==> src/rtl/pipe_scoreboard.sv <==
// Hazard/forwarding tracker: a shift chain of pending register writes, one entry
// per post-decode stage, resolving per-operand stall or forward-stage select.
module pipe_scoreboard #(
  parameter int DEPTH      = 3,
  parameter int REGW       = 5,
  parameter int NSRC       = 2,
  parameter int ALU_READY  = 2,
  parameter int LOAD_READY = 3,
  localparam int SELW      = $clog2(DEPTH + 1)
) (
  input  logic                 clk,
  input  logic                 rst,
  input  logic                 issue_valid,
  input  logic                 issue_we,
  input  logic                 issue_load,
  input  logic [REGW-1:0]      issue_wreg,
  input  logic [NSRC*REGW-1:0] src_reg,
  input  logic [NSRC-1:0]      src_used,
  input  logic                 flush,
  input  logic                 hold,
  output logic                 stall,
  output logic [NSRC*SELW-1:0] fwd_sel,
  output logic [31:0]          stall_cnt
);

  if (DEPTH < 2 || ALU_READY < 1 || ALU_READY > LOAD_READY || LOAD_READY > DEPTH) begin : g_bad_params
    $fatal(1, "pipe_scoreboard: need DEPTH>=2 and 1 <= ALU_READY <= LOAD_READY <= DEPTH");
  end

  logic [DEPTH:1]  r_valid;
  logic [DEPTH:1]  r_we;
  logic [DEPTH:1]  r_load;
  logic [REGW-1:0] r_wreg [1:DEPTH];
  logic [31:0]     r_stall_cnt;

  logic [DEPTH:1]  w_pend;
  logic [NSRC-1:0] w_found;
  logic [NSRC-1:0] w_op_stall;

  always_comb begin
    w_pend = '0;
    for (int unsigned k = 1; k <= DEPTH; k++) begin
      w_pend[k] = r_valid[k] && r_we[k] && (r_wreg[k] != '0);
    end
  end

  // Stages are scanned youngest first; the found flag masks any older match.
  always_comb begin
    w_found    = '0;
    w_op_stall = '0;
    fwd_sel    = '0;
    for (int unsigned i = 0; i < NSRC; i++) begin
      for (int unsigned k = 1; k <= DEPTH; k++) begin
        if (!w_found[i] && w_pend[k] && src_used[i] &&
            (src_reg[i*REGW +: REGW] != '0) &&
            (r_wreg[k] == src_reg[i*REGW +: REGW])) begin
          w_found[i] = 1'b1;
          if (k >= (r_load[k] ? LOAD_READY : ALU_READY)) begin
            fwd_sel[i*SELW +: SELW] = SELW'(k);
          end else begin
            w_op_stall[i] = 1'b1;
          end
        end
      end
    end
    stall = |w_op_stall;
  end

  always_ff @(posedge clk) begin
    if (rst) begin
      r_valid     <= '0;
      r_stall_cnt <= '0;
    end else if (!hold) begin
      r_valid[1] <= issue_valid && !stall && !flush;
      r_we[1]    <= issue_we;
      r_load[1]  <= issue_load;
      r_wreg[1]  <= issue_wreg;
      for (int unsigned k = 2; k <= DEPTH; k++) begin
        r_valid[k] <= r_valid[k-1];
        r_we[k]    <= r_we[k-1];
        r_load[k]  <= r_load[k-1];
        r_wreg[k]  <= r_wreg[k-1];
      end
      if (stall) begin
        r_stall_cnt <= r_stall_cnt + 32'd1;
      end
    end
  end

  assign stall_cnt = r_stall_cnt;

endmodule

==> config.mk <==
export PLATFORM = sky130hd
export DESIGN_NAME = pipe_scoreboard
export DESIGN_NICKNAME = d
export VERILOG_FILES = /design/src/rtl/pipe_scoreboard.sv
export SDC_FILE = /design/constraint.sdc
export NUM_CORES = 1
export LEC_CHECK = 0
export BUFFER_PORTS_ARGS = -buffer_cell sky130_fd_sc_hd__buf_2
export CAP_MARGIN = 30
export CORE_MARGIN = 2
export CORE_UTILIZATION = 40
export DETAILED_ROUTE_END_ITERATION = 8
export PLACE_DENSITY_LB_ADDON = 0.2
export SYNTH_ARGS = -nofsm -noshare
export SYNTH_HDL_FRONTEND = slang
export SYNTH_SLANG_ARGS = --single-unit
export TNS_END_PERCENT = 5
==> constraint.sdc <==
create_clock -name clk -period 3.1 [get_ports clk]
set_input_delay 0.62 -clock clk [delete_from_list [all_inputs] [get_ports clk]]
set_output_delay 0.62 -clock clk [all_outputs]
set_load 0.1 [all_outputs]
After elaboration in Yosys (flattened, before gate mapping)
Memories as Yosys holds them, arrays and structs flattened.
Cells that the tools add are included.
Cells by class
  add/subtract/negate cells: 1
  $lt $le $gt $ge: 3
  eq/ne operators: 6
  mux-type cells: 32
  bitwise gates (word level): 2
  reductions and logical operators: 44
Operator list (number)
  $add A32 B1 Y32 const B: 1
  $eq A5 B5 Y1: 6
  $logic_and A1 B1 Y1: 30
  $reduce_bool A5 Y1: 5
  $mux W1: 23
  $mux W2: 9
  $logic_not A1 Y1: 6
  $ge A2 B2 Y1 const A: 2
  $reduce_and A2 Y1: 2
  $ge A1 B2 Y1 const A: 1
  $not A1 Y1: 2
  $reduce_or A2 Y1: 1
Storage, ports and cells
  register bits after elaboration: 41
  RAM bits: 15
  bits of input ports: 24
  output and inout port bits: 37
  word-level logic and storage cells: 93
  memories: 1
Memories
  r_wreg: words 3, width 5, rd ports 3, clocked after Yosys merged registers in 0, wr ports 3, line 33  | logic [REGW-1:0] r_wreg [1:DEPTH];

Logic depth before layout (Yosys ltp)
Gate-level depths: netlist of run 1.
An unclocked memory read counts as a cell.
  depth after elaboration: 23
  depth in mapped cells: 7
  gate-level depth less buffers: 7

Worst setup path before layout of run 1
Ideal clock, no wire load.
  path kind: input to output
  from: input src_reg[6]
  to: output fwd_sel[3]
  arrival: 5.458 ns
  data required time: 2.480 ns
  path slack: -2.978 ns
  stages: 5
  path buffers: 0
  path through: or4_1 o21ai_2 nor4_2 nor4b_1 a21o_1
On the way
  longest elaborated chain between the ends: 16
  elaborated cells on any way between the ends: 21
  classes of those cells: eq/ne: 3; mux: 5; reduce/logical: 13
RTL lines
  start, declared: line 17  | input logic [NSRC*REGW-1:0] src_reg,
  $reduce_bool A5 Y1: line 55  | (src_reg[i*REGW +: REGW] != '0) &&
  $logic_and A1 B1 Y1: line 54  | if (!w_found[i] && w_pend[k] && src_used[i] &&
  $logic_and A1 B1 Y1: line 55
  $mux W1: line 54
  $logic_not A1 Y1: line 54
  $logic_and A1 B1 Y1 (3 in a row): line 54
  $logic_and A1 B1 Y1: line 55
  $mux W1: line 54
  $logic_not A1 Y1: line 54
  $logic_and A1 B1 Y1 (3 in a row): line 54
  $logic_and A1 B1 Y1: line 55
  $mux W2 *: line 54
  end, declared: line 22  | output logic [NSRC*SELW-1:0] fwd_sel,
Mark *: on every way between the ends. The rest lies on a longest branch, timed or not.

==> impl_metrics.ini, run 1 <==
[global_routing]
grt_pass1_wl_um = 12000
antenna_found_initial = 0
track_usage = 0.171
grt_pass1_vias = 2387
grt_max_degree = 28
gr-total-overflow = 0

[power]
power.total_mw = 1.45
power.density_nw_per_um2 = 361
leakagePower_nw = 1.50
ir_drop_v = 0.000210

[detailed_routing]
dr.first_iter.drc_count = 71
via_count = 2544
routed_wl_um = 7310
first_pass_iters = 4
wl_per_cell_um = 14.8
viasPerCell = 5.15
drtAntennaViolNets = 0
drc = 0

[synth]
yosysTopAreaCellShare = 0.214
yosys-top-cells-count = nor2_1, dfxtp_1, nor2b_1
synth-seq-cells = 55
synth_edf_count = 20
synth_top_flop_cell = dfxtp_1
syn_inst = 318
avgSynthCellArea_um2 = 10.3
yosysTopAreaCell = dfxtp_1
netlist_top_cells_area = dfxtp_1, edfxtp_1, xnor2_1
synth-async-reset-ratio = 0
ys_types = 52
syn_nets = 343
yosys_warnings = 0
yosysSeqAreaShare = 0.397
yosysMostFrequentCell = nor2_1
netlist_area_um2 = 3280

[placed_design]
post-dp-hpwl_um = 5600
place_ws_ps = 113
place.gp.congestion = 0.879
io_buffers = 60

[critical_path]
worstPathRequired_ps = 2480
startpoint_type = register
cp_slowest_cell = or4_4
path_class = register to primary output
path_delay_family = simple AND/OR/NAND/NOR gates
worstPathMaxFanout = 4
crit_arrival_ps = 2440
cp_num_buf_inv = 2
path_cells = or4_4 > o211ai_4 > nor4_4 > nor4b_4 > buf_4 > buf_12
cp-end-kind = primary output
critPathMaxStageDelay_ps = 580

[run_status]
status = completed

[clocking]
cts_root_buf = clkbuf_8
numCtsBuffers = 5
clk_pin_slew_ps = 90
htreeDepth = 2
clock-sinks = 55
clock_latency_ps = 300
clockBufferDepth = 2
holdBufCountCts = 0
cts_tree = yes

[floorplanning]
initial_utilization = 0.405
core_um2 = 8090
die_w_um = 94.5
std_cell_rows = 33
die_h_um = 94.5
die-area_um2 = 8930
pin_count = 61

[cells_and_area]
areaGrowthSynthToFinish_pct = 22.5
num_antenna_cells = 0
drive_above_1_share = 0.357
nets = 413
utilization = 0.496

[sta]
fmax_mhz = 327
finalSetupTns_ps = 0
rsz0062_at_grt = true
finalCritPeriodShare = 0.986
slew_viol_final = 0
tightest_slew_ps = 523
whs_ps = 425
setup_viol = 0
layout_setup_ws_ps = 44.8
skew_ps = 6.42
period_needed_ps = 3060
finalHoldViolations = 0
slew-limit-headroom = 0.642

[worst_hold_path]
hold_path_class = register to register

[job]
cap_viol_max_count = 0
area by class of cell:
class	instances	area [um^2]
clock buffers	6	72.6
clock inverters	2	60.1
fillers	758	4080
inverters	5	18.8
multi-input cells	243	1930
flip-flops and latches	55	1300
well taps	105	131
repair buffers	78	495
routing by layer:
layer	up-vias	GRT usage	routed length (um)
met1	1209	0.234	3460
met4	0	0.0447	114
met3	10	0.0279	251
li1	1280	-	-
met5	-	0	0
met2	45	0.282	3480
cells by family (layout without fill, tap and decap cells):
group | count (synthesis) | count (layout) | share of synthesized area
AND/OR/NAND/NOR | 137 | 137 | 0.234
adder cells (fa/ha/maj) | 1 | 1 | 0.00382
XOR/XNOR | 30 | 30 | 0.0802
multiplexers | 33 | 33 | 0.121
flip-flops | 55 | 55 | 0.397
AO/OA/AOI/OAI | 42 | 42 | 0.128
buffers and inverters | 20 | 91 | 0.0348
worst paths after layout:
path | start | endpoint | slack (ps) | cells past startpoint
worst min register to register | r_load[1] | r_load[2] | 420 | 0
worst max register to register | r_wreg[0][11] | stall_cnt[6] | 380 | 7
worst min-delay path | r_load[1] | r_load[2] | 420 | 0
worst max-delay path | r_wreg[0][11] | fwd_sel[2] | 40 | 6
metrics by stage:
step	instance area, um^2	cells
2_1_floorplan	3330	318
3_3_place_gp	3840	483
3_5_place_dp	3840	483
4_1_cts	3970	491
5_1_grt	4010	494
6_report	4010	494
report_power, final:
group / switching [mW] / internal (mW) / total, mW
Combinational: 0.0689 / 0.0499 / 0.119
Clock: 0.229 / 0.323 / 0.552
Sequential: 0.0149 / 0.762 / 0.777
Total: 0.313 / 1.13 / 1.45
flip-flops by register name (all words and copies together), names as in the netlist:
| signal | cells |
|---|---|
| r_valid | 3 |
| stall_cnt | 32 |
| r_wreg | 15 |
| r_we | 3 |
| r_load | 2 |
layout by cell type, fill, tap and decap left out, types with 5 or more instances in the layout:
cell type,instances
a2111oi_2,5
a211oi_1,5
a21oi_1,8
a21oi_2,9
buf_2,56
buf_4,18
clkbuf_8,5
dfxtp_1,35
edfxtp_1,20
mux2_1,12
mux2_2,10
mux2_4,8
nand2_1,19
nand3_1,14
nand4_1,8
nor2_1,40
nor2b_1,28
nor4_4,5
xnor2_1,25
xor2_1,5
repair_timing:
action	4_1_cts	5_1_grt
gates resized for setup	0	3
buffers inserted	0	3
setup endpoints to repair	0	4
No activity file was read; power rests on OpenSTA's default activity.
==> run 2, diff against run 1 <==
--- a/config.mk
+++ b/config.mk
@@ -9,6 +9,7 @@
 export CAP_MARGIN = 30
 export CORE_MARGIN = 2
 export CORE_UTILIZATION = 40
+export CTS_BUF_LIST = sky130_fd_sc_hd__clkbuf_16
 export DETAILED_ROUTE_END_ITERATION = 8
 export PLACE_DENSITY_LB_ADDON = 0.2
 export SYNTH_ARGS = -nofsm -noshare
==> impl_metrics.ini, run 2 (synthesis results as in run 1) <==
[clocking]
clock_latency_ps = 290
holdBufCountCts = 0
clockBufferDepth = 2
cts_tree = yes
clk_pin_slew_ps = 70
htreeDepth = 2
numCtsBuffers = 5
cts_root_buf = clkbuf_16
clock-sinks = 55

[cells_and_area]
layout.cells.non_filler = 494
largest_reg_flops = 32
nets = 413
utilization = 0.503
layout_common_cells = buf_2, nor2_1, dfxtp_1
final_common_cell = buf_2
drive_above_1_share = 0.357
num_antenna_cells = 0
areaGrowthSynthToFinish_pct = 24.2

[detailed_routing]
drc = 0
dr.first_iter.drc_count = 68
wl_per_cell_um = 14.7
first_pass_iters = 4
viasPerCell = 5.14
routed-wl-met3_um = 259
via_count = 2539
wirelength_met1_um = 3460
wl_met2_um = 3450
top_layer_used = met4
drtAntennaViolNets = 0
routed_wl_um = 7280

[critical_path]
path_delay_family = simple AND/OR/NAND/NOR gates
startpoint_type = register
critPathMostFrequentCell = buf_4
worstPathRequired_ps = 2480
worstPathMaxFanout = 4
cp_num_buf_inv = 3
cp_slowest_cell = or4_4
cp-end-kind = primary output
path_cells = or4_4 > o211ai_1 > buf_4 > nor4_4 > nor4b_4 > buf_4 > buf_12
crit_arrival_ps = 2410
path_class = register to primary output
critPathMaxStageDelay_ps = 540

[sta]
setup_viol = 0
tightest_slew_ps = 519
finalCritPeriodShare = 0.977
skew_ps = 4.20
period_needed_ps = 3030
slew_viol_final = 0
slew-limit-headroom = 0.645
finalHoldViolations = 0
rsz0062_at_grt = true
fmax_mhz = 330
whs_ps = 419

[placed_design]
dp.cells = 483
post-dp-hpwl_um = 5600
place.gp.congestion = 0.879
io_buffers = 60

[power]
intPower_mw = 1.27
p_switching_mw = 0.330
p_comb_frac = 0.074
power.total_mw = 1.60
leakagePower_nw = 1.53
power.density_nw_per_um2 = 394
ir_drop_v = 0.000211
power_frac_clock = 0.441
sw_frac_of_total = 0.206
seqPwrFrac = 0.485

[global_routing]
track_usage = 0.172
grt_max_degree = 28
antenna_found_initial = 0
grt_pass1_wl_um = 12000
grt_pass1_vias = 2383
gr-total-overflow = 0

[floorplanning]
initial_utilization = 0.405
core_um2 = 8090
die_h_um = 94.5
pin_count = 61
std_cell_rows = 33
die_w_um = 94.5
die-area_um2 = 8930

[run_status]
status = completed

[worst_hold_path]
hold_path_class = register to register

[job]
cap_viol_max_count = 0
run 2: cell count changes in the layout (fill, tap and decap cells not counted):
cell	delta
clkbuf_16	+5
clkbuf_8	-5
clkbuf_1	-1
inv_1	+1
run 2: per-stage QoR:
stage / worst slack, ps / cell area [um^2] / TNS [ps]
finish: 70.3 / 4070 / 0
global route: -26.5 / 4070 / -26.5
floorplan: -561 / 3330 / -1240
CTS: 35.4 / 4030 / 0
detailed placement: 113 / 3840 / 0
global placement: 190 / 3840 / 0
run 2: worst paths after layout:
kind            startpoint           end  slack (ps)  cells past startpoint
min              r_load[1]     r_load[2]         420                      0
max reg2reg  r_wreg[0][10]  stall_cnt[6]         380                      7
max           r_wreg[0][7]    fwd_sel[2]          70                      7
min reg2reg      r_load[1]     r_load[2]         420                      0
run 2: power by group through the flow:
stage	sequential, mW	clock (mW)	combinational [mW]
2_1_floorplan	0.788	0	0.0734
3_3_place_gp	0.794	0	0.111
3_5_place_dp	0.794	0	0.113
4_1_cts	0.777	0.728	0.113
5_1_grt	0.778	0.762	0.133
6_report	0.777	0.706	0.119
run 2: cell type report:
type | count | area [um^2]
well taps | 105 | 131
inverters | 5 | 18.8
fillers | 759 | 4020
clock inverters | 3 | 63.8
clock buffers | 5 | 125
multi-input cells | 243 | 1930
repair buffers | 78 | 495
flip-flops and latches | 55 | 1300
run 2: layer usage:
layer / global-route usage / vias to the layer above
met5: 0 / -
met4: 0.0447 / 0
met3: 0.0351 / 12
met1: 0.235 / 1197
met2: 0.279 / 48
li1: - / 1282
run 2: what timing repair did:
item                       CTS  global route
setup endpoints to repair    0             4
gates resized for setup      0             3
buffers inserted             0             3
